<file path="src/rtl/rpn_sequencer_pkg.sv">
// rpn_sequencer_pkg
// Shared constants for the RPN sequencer and anything that talks to it:
//   - ALU opcodes (OP_*)
//   - token type codes (TOK_*)
//   - err_code values (ERR_*)
//   - FSM state enumeration (state_t)
package rpn_sequencer_pkg;

  localparam logic [2:0] OP_NOP  = 3'b000;
  localparam logic [2:0] OP_ADD  = 3'b100;
  localparam logic [2:0] OP_MULT = 3'b101;
  localparam logic [2:0] OP_PUSH = 3'b110;
  localparam logic [2:0] OP_POP  = 3'b111;

  localparam logic [1:0] TOK_OPERAND = 2'b00;
  localparam logic [1:0] TOK_ADD     = 2'b01;
  localparam logic [1:0] TOK_MULT    = 2'b10;
  localparam logic [1:0] TOK_END     = 2'b11;

  localparam logic [1:0] ERR_NONE      = 2'b00;
  localparam logic [1:0] ERR_OVERFLOW  = 2'b01;
  localparam logic [1:0] ERR_UNDERFLOW = 2'b10;
  localparam logic [1:0] ERR_DEPTH     = 2'b11;

  typedef enum logic [3:0] {
    S_IDLE,
    S_ISSUE,
    S_WAIT,
    S_POP_A,
    S_POP_B,
    S_PUSH_R,
    S_FINAL,
    S_REPORT,
    S_ERROR,
    S_DRAIN
  } state_t;

endpackage

</file>
<file path="src/rtl/rpn_sequencer.sv">
// rpn_sequencer
// Accepts a stream of RPN tokens and drives an external stack ALU one
// opcode at a time, tracking the ALU stack depth locally.
// Ports:
//   clk, rst                  clock, synchronous active-high reset
//   tok_valid/type/value      token offer; tok_ready accepts it
//   alu_opcode/input_data     command and push operand to the ALU
//   alu_output_data           ALU result, captured in the WAIT cycle
//   alu_overflow/invalid      ALU status, sampled in the WAIT cycle
//   result_valid/data/error   one-cycle completion pulse and final value
//   err_code                  failure reason, valid with result_valid
//   busy                      high whenever not IDLE
module rpn_sequencer
  import rpn_sequencer_pkg::*;
#(
  parameter int WIDTH = 32,
  parameter int DEPTH = 8
) (
  input  logic             clk,
  input  logic             rst,
  input  logic             tok_valid,
  input  logic [1:0]       tok_type,
  input  logic [WIDTH-1:0] tok_value,
  output logic             tok_ready,
  output logic [2:0]       alu_opcode,
  output logic [WIDTH-1:0] alu_input_data,
  input  logic [WIDTH-1:0] alu_output_data,
  input  logic             alu_overflow,
  input  logic             alu_invalid,
  output logic             result_valid,
  output logic [WIDTH-1:0] result_data,
  output logic             result_error,
  output logic [1:0]       err_code,
  output logic             busy
);

  localparam int DW = $clog2(DEPTH + 1);
  localparam logic [DW-1:0] DEPTH_FULL = DW'(DEPTH);
  localparam logic [DW-1:0] ONE        = DW'(1);

  state_t           state_q, state_d;
  state_t           prev_q, prev_d;      // state that issued the opcode WAIT follows
  logic [2:0]       op_q, op_d;          // opcode issued from ISSUE
  logic [WIDTH-1:0] operand_q, operand_d; // push value: token operand or captured ALU result
  logic [WIDTH-1:0] result_q, result_d;
  logic [DW-1:0]    depth_q, depth_d;
  logic [1:0]       err_q, err_d;

  assign alu_input_data = operand_q;
  assign result_data    = result_q;
  assign err_code       = err_q;
  assign busy           = (state_q != S_IDLE);

  always_comb begin
    state_d      = state_q;
    prev_d       = prev_q;
    op_d         = op_q;
    operand_d    = operand_q;
    result_d     = result_q;
    depth_d      = depth_q;
    err_d        = err_q;
    tok_ready    = 1'b0;
    alu_opcode   = OP_NOP;
    result_valid = 1'b0;
    result_error = 1'b0;

    case (state_q)
      S_IDLE: begin
        tok_ready = 1'b1;
        if (tok_valid) begin
          case (tok_type)
            TOK_OPERAND: begin
              if (depth_q < DEPTH_FULL) begin
                operand_d = tok_value;
                op_d      = OP_PUSH;
                state_d   = S_ISSUE;
              end else begin
                err_d   = ERR_DEPTH;
                state_d = S_ERROR;
              end
            end
            TOK_ADD, TOK_MULT: begin
              if (32'(depth_q) >= 32'd2) begin
                op_d    = (tok_type == TOK_ADD) ? OP_ADD : OP_MULT;
                state_d = S_ISSUE;
              end else begin
                err_d   = ERR_UNDERFLOW;
                state_d = S_ERROR;
              end
            end
            default: begin
              // End token already consumed, so failures go straight to DRAIN.
              if (depth_q == ONE) begin
                state_d = S_FINAL;
              end else if (depth_q == '0) begin
                err_d   = ERR_UNDERFLOW;
                state_d = S_DRAIN;
              end else begin
                err_d   = ERR_DEPTH;
                state_d = S_DRAIN;
              end
            end
          endcase
        end
      end

      S_ISSUE: begin
        alu_opcode = op_q;
        if (op_q == OP_PUSH) depth_d = depth_q + ONE;
        prev_d  = S_ISSUE;
        state_d = S_WAIT;
      end

      S_POP_A: begin
        alu_opcode = OP_POP;
        depth_d    = depth_q - ONE;
        prev_d     = S_POP_A;
        state_d    = S_WAIT;
      end

      S_POP_B: begin
        alu_opcode = OP_POP;
        depth_d    = depth_q - ONE;
        prev_d     = S_POP_B;
        state_d    = S_WAIT;
      end

      S_PUSH_R: begin
        alu_opcode = OP_PUSH;
        depth_d    = depth_q + ONE;
        prev_d     = S_PUSH_R;
        state_d    = S_WAIT;
      end

      S_FINAL: begin
        alu_opcode = OP_POP;
        depth_d    = depth_q - ONE;
        prev_d     = S_FINAL;
        state_d    = S_WAIT;
      end

      S_WAIT: begin
        if (prev_q == S_DRAIN) begin
          // Already failing; drain pops keep the original err_code.
          state_d = S_DRAIN;
        end else if (alu_overflow || alu_invalid) begin
          err_d   = alu_overflow ? ERR_OVERFLOW : ERR_UNDERFLOW;
          state_d = (prev_q == S_FINAL) ? S_DRAIN : S_ERROR;
        end else begin
          case (prev_q)
            S_ISSUE: begin
              if (op_q == OP_PUSH) begin
                state_d = S_IDLE;
              end else begin
                operand_d = alu_output_data; // re-pushed from PUSH_R
                state_d   = S_POP_A;
              end
            end
            S_POP_A:  state_d = S_POP_B;
            S_POP_B:  state_d = S_PUSH_R;
            S_PUSH_R: state_d = S_IDLE;
            S_FINAL: begin
              result_d = alu_output_data;
              state_d  = S_REPORT;
            end
            default:  state_d = S_IDLE;
          endcase
        end
      end

      S_REPORT: begin
        result_valid = 1'b1;
        state_d      = S_IDLE;
      end

      S_ERROR: begin
        tok_ready = 1'b1;
        if (tok_valid && (tok_type == TOK_END)) state_d = S_DRAIN;
      end

      S_DRAIN: begin
        if (depth_q == '0) begin
          result_valid = 1'b1;
          result_error = 1'b1;
          err_d        = ERR_NONE;
          state_d      = S_IDLE;
        end else begin
          alu_opcode = OP_POP;
          depth_d    = depth_q - ONE;
          prev_d     = S_DRAIN;
          state_d    = S_WAIT;
        end
      end

      default: state_d = S_IDLE;
    endcase
  end

  always_ff @(posedge clk) begin
    if (rst) begin
      state_q   <= S_IDLE;
      prev_q    <= S_IDLE;
      op_q      <= OP_NOP;
      operand_q <= '0;
      result_q  <= '0;
      depth_q   <= '0;
      err_q     <= ERR_NONE;
    end else begin
      state_q   <= state_d;
      prev_q    <= prev_d;
      op_q      <= op_d;
      operand_q <= operand_d;
      result_q  <= result_d;
      depth_q   <= depth_d;
      err_q     <= err_d;
    end
  end

endmodule

</file>
<file path="config.mk">
export PLATFORM = sky130hd
export DESIGN_NAME = rpn_sequencer
export DESIGN_NICKNAME = d
export VERILOG_FILES = /design/src/rtl/rpn_sequencer_pkg.sv /design/src/rtl/rpn_sequencer.sv
export SDC_FILE = /design/constraint.sdc
export NUM_CORES = 1
export LEC_CHECK = 0
export CORE_UTILIZATION = 33
export CTS_BUF_LIST = sky130_fd_sc_hd__clkbuf_8
export CTS_CLUSTER_DIAMETER = 80
export DETAILED_ROUTE_END_ITERATION = 16
export DONT_BUFFER_PORTS = 1
export PLACE_DENSITY = 0.44
export SLEW_MARGIN = 20
export SYNTH_ARGS = -nofsm -noshare
export SYNTH_HDL_FRONTEND = slang
export SYNTH_SLANG_ARGS = --single-unit
</file>
<file path="constraint.sdc">
create_clock -name clk -period 5.6 [get_ports clk]
set_input_delay 0.84 -clock clk [delete_from_list [all_inputs] [get_ports clk]]
set_output_delay 0.84 -clock clk [all_outputs]
set_load 0.1 [all_outputs]
</file>
==> flow_results.xml <==
<?xml version="1.0" encoding="UTF-8"?>
<metrics>
  <group name="status">
    <metric name="status" unit="">finished clean</metric>
  </group>
  <group name="clock_network">
    <metric name="tritoncts" unit="">built</metric>
    <metric name="clock_insertion_delay_worst_skew" unit="ps">370</metric>
    <metric name="numCtsBuffers" unit="">9</metric>
    <metric name="clk_pin_slew_worst_paths" unit="ps">80</metric>
    <metric name="cts_root_buffer" unit="">sky130_fd_sc_hd__clkbuf_8</metric>
    <metric name="cts.repair_timing.setup_buffer_count" unit="">0</metric>
    <metric name="clock_path_buffers" unit="">2</metric>
    <metric name="htree_num_levels" unit="">3</metric>
    <metric name="post_cts_resized" unit="">0</metric>
    <metric name="cts-hold-fix-buffers" unit="">0</metric>
    <metric name="cts_sinks" unit="">81</metric>
  </group>
  <group name="sta">
    <metric name="finalCriticalPeriod" unit="ps">3730</metric>
    <metric name="rsz_0062_raised_after_global_routing" unit="">no</metric>
    <metric name="fin_worst_skew" unit="ps">12.7</metric>
    <metric name="setup_viol" unit="">0</metric>
    <metric name="fin_setup_tns" unit="ps">0</metric>
    <metric name="timing.final.crit_share" unit="%">66.6</metric>
    <metric name="timing.final.max_slew_violations" unit="">0</metric>
    <metric name="worst_pin_slew" unit="ps">1170</metric>
    <metric name="relSlewSlack" unit="%">21.6</metric>
    <metric name="hold_ws" unit="ps">501</metric>
    <metric name="achievable-frequency" unit="GHz">0.268</metric>
    <metric name="final_number_of_hold_violating_endpoints" unit="">0</metric>
  </group>
  <group name="global_routing">
    <metric name="grt_pass1_wl" unit="mm">20.8</metric>
    <metric name="grt_overflow" unit="">0</metric>
    <metric name="grt_antenna_before_repair" unit="">0</metric>
    <metric name="grt_pass1_vias" unit="">3721</metric>
    <metric name="grt_max_degree" unit="">90</metric>
    <metric name="tot_gr_track_use" unit="%">19.1</metric>
  </group>
  <group name="pwr">
    <metric name="p_sw" unit="mW">0.549</metric>
    <metric name="power_report.internal_total" unit="mW">0.843</metric>
    <metric name="leakagePower" unit="nW">1.68</metric>
    <metric name="clock_power_share" unit="%">28.5</metric>
    <metric name="powerDensity" unit="mW/mm^2">302</metric>
    <metric name="pwr-share-comb" unit="%">15.7</metric>
    <metric name="sw_frac_of_total" unit="%">39.4</metric>
    <metric name="post-layout-total-power" unit="mW">1.39</metric>
    <metric name="power.sequential.fraction" unit="%">55.8</metric>
    <metric name="peakVddDrop" unit="V">0.000115</metric>
  </group>
  <group name="synth">
    <metric name="synth.area.top_cells" unit="">sky130_fd_sc_hd__dfxtp_1 37%, sky130_fd_sc_hd__a21oi_1 9.2%, sky130_fd_sc_hd__mux2i_1 8.4%</metric>
    <metric name="netlist-cell-type-count" unit="">61</metric>
    <metric name="postSynthRegisterBits" unit="">81</metric>
    <metric name="share_of_async_settable_or_async_resettable_flops_after_synthesis" unit="%">0</metric>
    <metric name="synth-edff-count" unit="">0</metric>
    <metric name="post_synth_most_frequent_cells" unit="">81 x sky130_fd_sc_hd__a21oi_1, 81 x sky130_fd_sc_hd__dfxtp_1, 74 x sky130_fd_sc_hd__nand2_1</metric>
    <metric name="ys.warnings.count" unit="">0</metric>
    <metric name="postSynthAreaPerCell" unit="sq um">8.47</metric>
    <metric name="mappedNetlistNets" unit="">597</metric>
    <metric name="syn-cell-area" unit="sq mm">0.00439</metric>
    <metric name="ys.flop_type" unit="">sky130_fd_sc_hd__dfxtp_1</metric>
    <metric name="synth_sequential_area_ratio" unit="%">36.9</metric>
    <metric name="synth_cells" unit="">518</metric>
    <metric name="synth.largest_area_cell" unit="">sky130_fd_sc_hd__dfxtp_1</metric>
    <metric name="post-synth-top-area-fraction" unit="%">36.9</metric>
  </group>
  <group name="placed_design">
    <metric name="placed_standard_cell_area" unit="sq mm">0.00444</metric>
    <metric name="gp_routability_congestion" unit="">0.814</metric>
    <metric name="number_of_i_o_port_buffers" unit="">0</metric>
    <metric name="dp_hpwl" unit="mm">8.58</metric>
  </group>
  <group name="die">
    <metric name="coreArea" unit="sq mm">0.0128</metric>
    <metric name="floorplan.io_pins" unit="">144</metric>
    <metric name="dieHeight" unit="microns">117</metric>
    <metric name="die-area" unit="sq mm">0.0138</metric>
    <metric name="floorplan.die.width" unit="microns">117</metric>
    <metric name="rows" unit="">41</metric>
    <metric name="initial_core_util" unit="%">34.4</metric>
  </group>
  <group name="setup_path">
    <metric name="timing.critical_path.from_type" unit="">flip-flop</metric>
    <metric name="cell_with_the_largest_stage_delay_on_the_worst_path" unit="">sky130_fd_sc_hd__dfxtp_1</metric>
    <metric name="timing.critical_path.cells" unit="">nor4bb_1, nand2_1, o21ai_2</metric>
    <metric name="reg2regPathDepth" unit="">6</metric>
    <metric name="critPathLaunch" unit="">state_q[3]</metric>
    <metric name="criticalPathCategory" unit="">reg -&gt; out</metric>
    <metric name="end_kind" unit="">output pin</metric>
    <metric name="regToRegStartpoint" unit="">state_q[3]</metric>
    <metric name="critical_path.reg2reg.endpoint" unit="">alu_input_data[19]</metric>
    <metric name="timing.reg2reg.setup_slack" unit="ps">2380</metric>
    <metric name="cp.required" unit="ps">4760</metric>
    <metric name="crit_path_max_fanout" unit="">26</metric>
    <metric name="cp_slowest_stage_delay" unit="ps">930</metric>
    <metric name="critical_path_data_arrival_time" unit="ps">2890</metric>
  </group>
  <group name="job">
    <metric name="max-cap-violations" unit="">0</metric>
  </group>
  <group name="route">
    <metric name="route.detailed.wl_per_inst" unit="microns">19.6</metric>
    <metric name="route.detailed.vias_per_inst" unit="">5.71</metric>
    <metric name="dr_total_vias" unit="">3785</metric>
    <metric name="route.detailed.drc" unit="">0</metric>
    <metric name="dr.first_iter.drc_count" unit="">266</metric>
    <metric name="drt.antenna.violating_nets" unit="">0</metric>
    <metric name="routed_wire_length" unit="mm">13.0</metric>
    <metric name="drtPass1Iterations" unit="">5</metric>
  </group>
  <group name="min_path">
    <metric name="source_of_the_worst_hold_timing_path" unit="">op_q[2]</metric>
    <metric name="hold_path_depth" unit="">2</metric>
    <metric name="hold_path.class" unit="">reg -&gt; reg</metric>
    <metric name="hold_path_end" unit="">op_q[2]</metric>
  </group>
  <group name="cells_and_area">
    <metric name="finalInstanceArea" unit="sq mm">0.00461</metric>
    <metric name="drive_gt1_share" unit="%">8.55</metric>
    <metric name="synthToLayoutAreaGrowth" unit="%">4.99</metric>
    <metric name="n_antenna_cell" unit="">0</metric>
    <metric name="nets" unit="">565</metric>
  </group>
</metrics>
-- metrics by stage --
step | util, % | worst slack, ps | std cells
2_1_floorplan | - | 1110 | 518
3_3_place_gp | 34.7 | 2380 | 647
3_5_place_dp | 34.7 | 2320 | 647
4_1_cts | 36.1 | 1910 | 663
5_1_grt | 36.1 | 1610 | 663
6_report | 36.1 | 1870 | 663
-- flip-flops by register name, indices dropped and copies added (netlist names) --
name            count
result_data        32
op_q                3
state_q             4
prev_q              4
depth_q             4
alu_input_data     32
err_code            2
-- layer usage --
layer | up-vias | wire length (microns) | global-route usage (%)
li1 | 1840 | - | -
met1 | 1788 | 6260 | 26.4
met2 | 138 | 5530 | 27.9
met3 | 19 | 969 | 5.50
met4 | 0 | 221 | 7.06
met5 | - | 0 | 0
-- how the worst max path moves through the flow --
stage | slack [ps] | depth (start not counted) | endpoint
2_1_floorplan | 1110 | 6 | result_valid
3_3_place_gp | 2380 | 5 | result_valid
3_5_place_dp | 2320 | 3 | alu_opcode[1]
4_1_cts | 1910 | 3 | alu_opcode[1]
5_1_grt | 1610 | 3 | alu_opcode[0]
6_report | 1870 | 3 | alu_opcode[0]
-- layout make-up --
| cell class | instances | area (sq um) |
|---|---|---|
| inverter | 9 | 33.8 |
| tap | 172 | 215 |
| timing repair buffer | 6 | 45.0 |
| clock buffer | 10 | 138 |
| multi-input combinational | 379 | 2520 |
| clock inverter | 6 | 35.0 |
| fill | 1336 | 8170 |
| sequential | 81 | 1620 |
-- logic make-up (layout without fill, tap and decap cells) --
logic type	count (synthesis)	after routing	synth area share [%]
buffers and inverters	58	31	6.33
flip-flops	81	81	36.9
AO/OA/AOI/OAI	156	156	22.6
AND/OR/NAND/NOR	176	176	23.0
XOR/XNOR	2	2	0.399
adder cells (fa/ha/maj)	8	8	2.28
multiplexers	37	37	8.44
-- placed cells by master, fill, tap and decap left out, drive strengths merged, types with 3 or more instances in the layout --
cell and n:
a21oi 83, dfxtp 81, nand2 74, mux2i 37, o31ai 33, or4 32
nor2 13, inv 12, clkbuf 10, nand2b 9, o21ai 9, ha 8
nor3b 6, buf 6, nor3 5, nor2b 4, or2 4, nor4 4
o21a 3, or3 3, nand3b 3, or4b 3, a31oi 3, nand4 3
o211ai 3, clkinv 3
-- worst max-delay path, delay by kind of cell, from the launching register on --
family / cells / cell delay [ps]
simple gates: 2 / 1050
compound gates: 1 / 550
flops: 1 / 930
-- power groups by stage --
stage	Sequential, mW	Combinational (mW)	Clock [mW]
6_report	0.777	0.218	0.397
4_1_cts	0.777	0.218	0.412
3_5_place_dp	0.790	0.217	0
3_3_place_gp	0.789	0.216	0
2_1_floorplan	0.766	0.202	0
5_1_grt	0.782	0.237	0.437
Note: power is estimated with default switching activity, not from simulation.
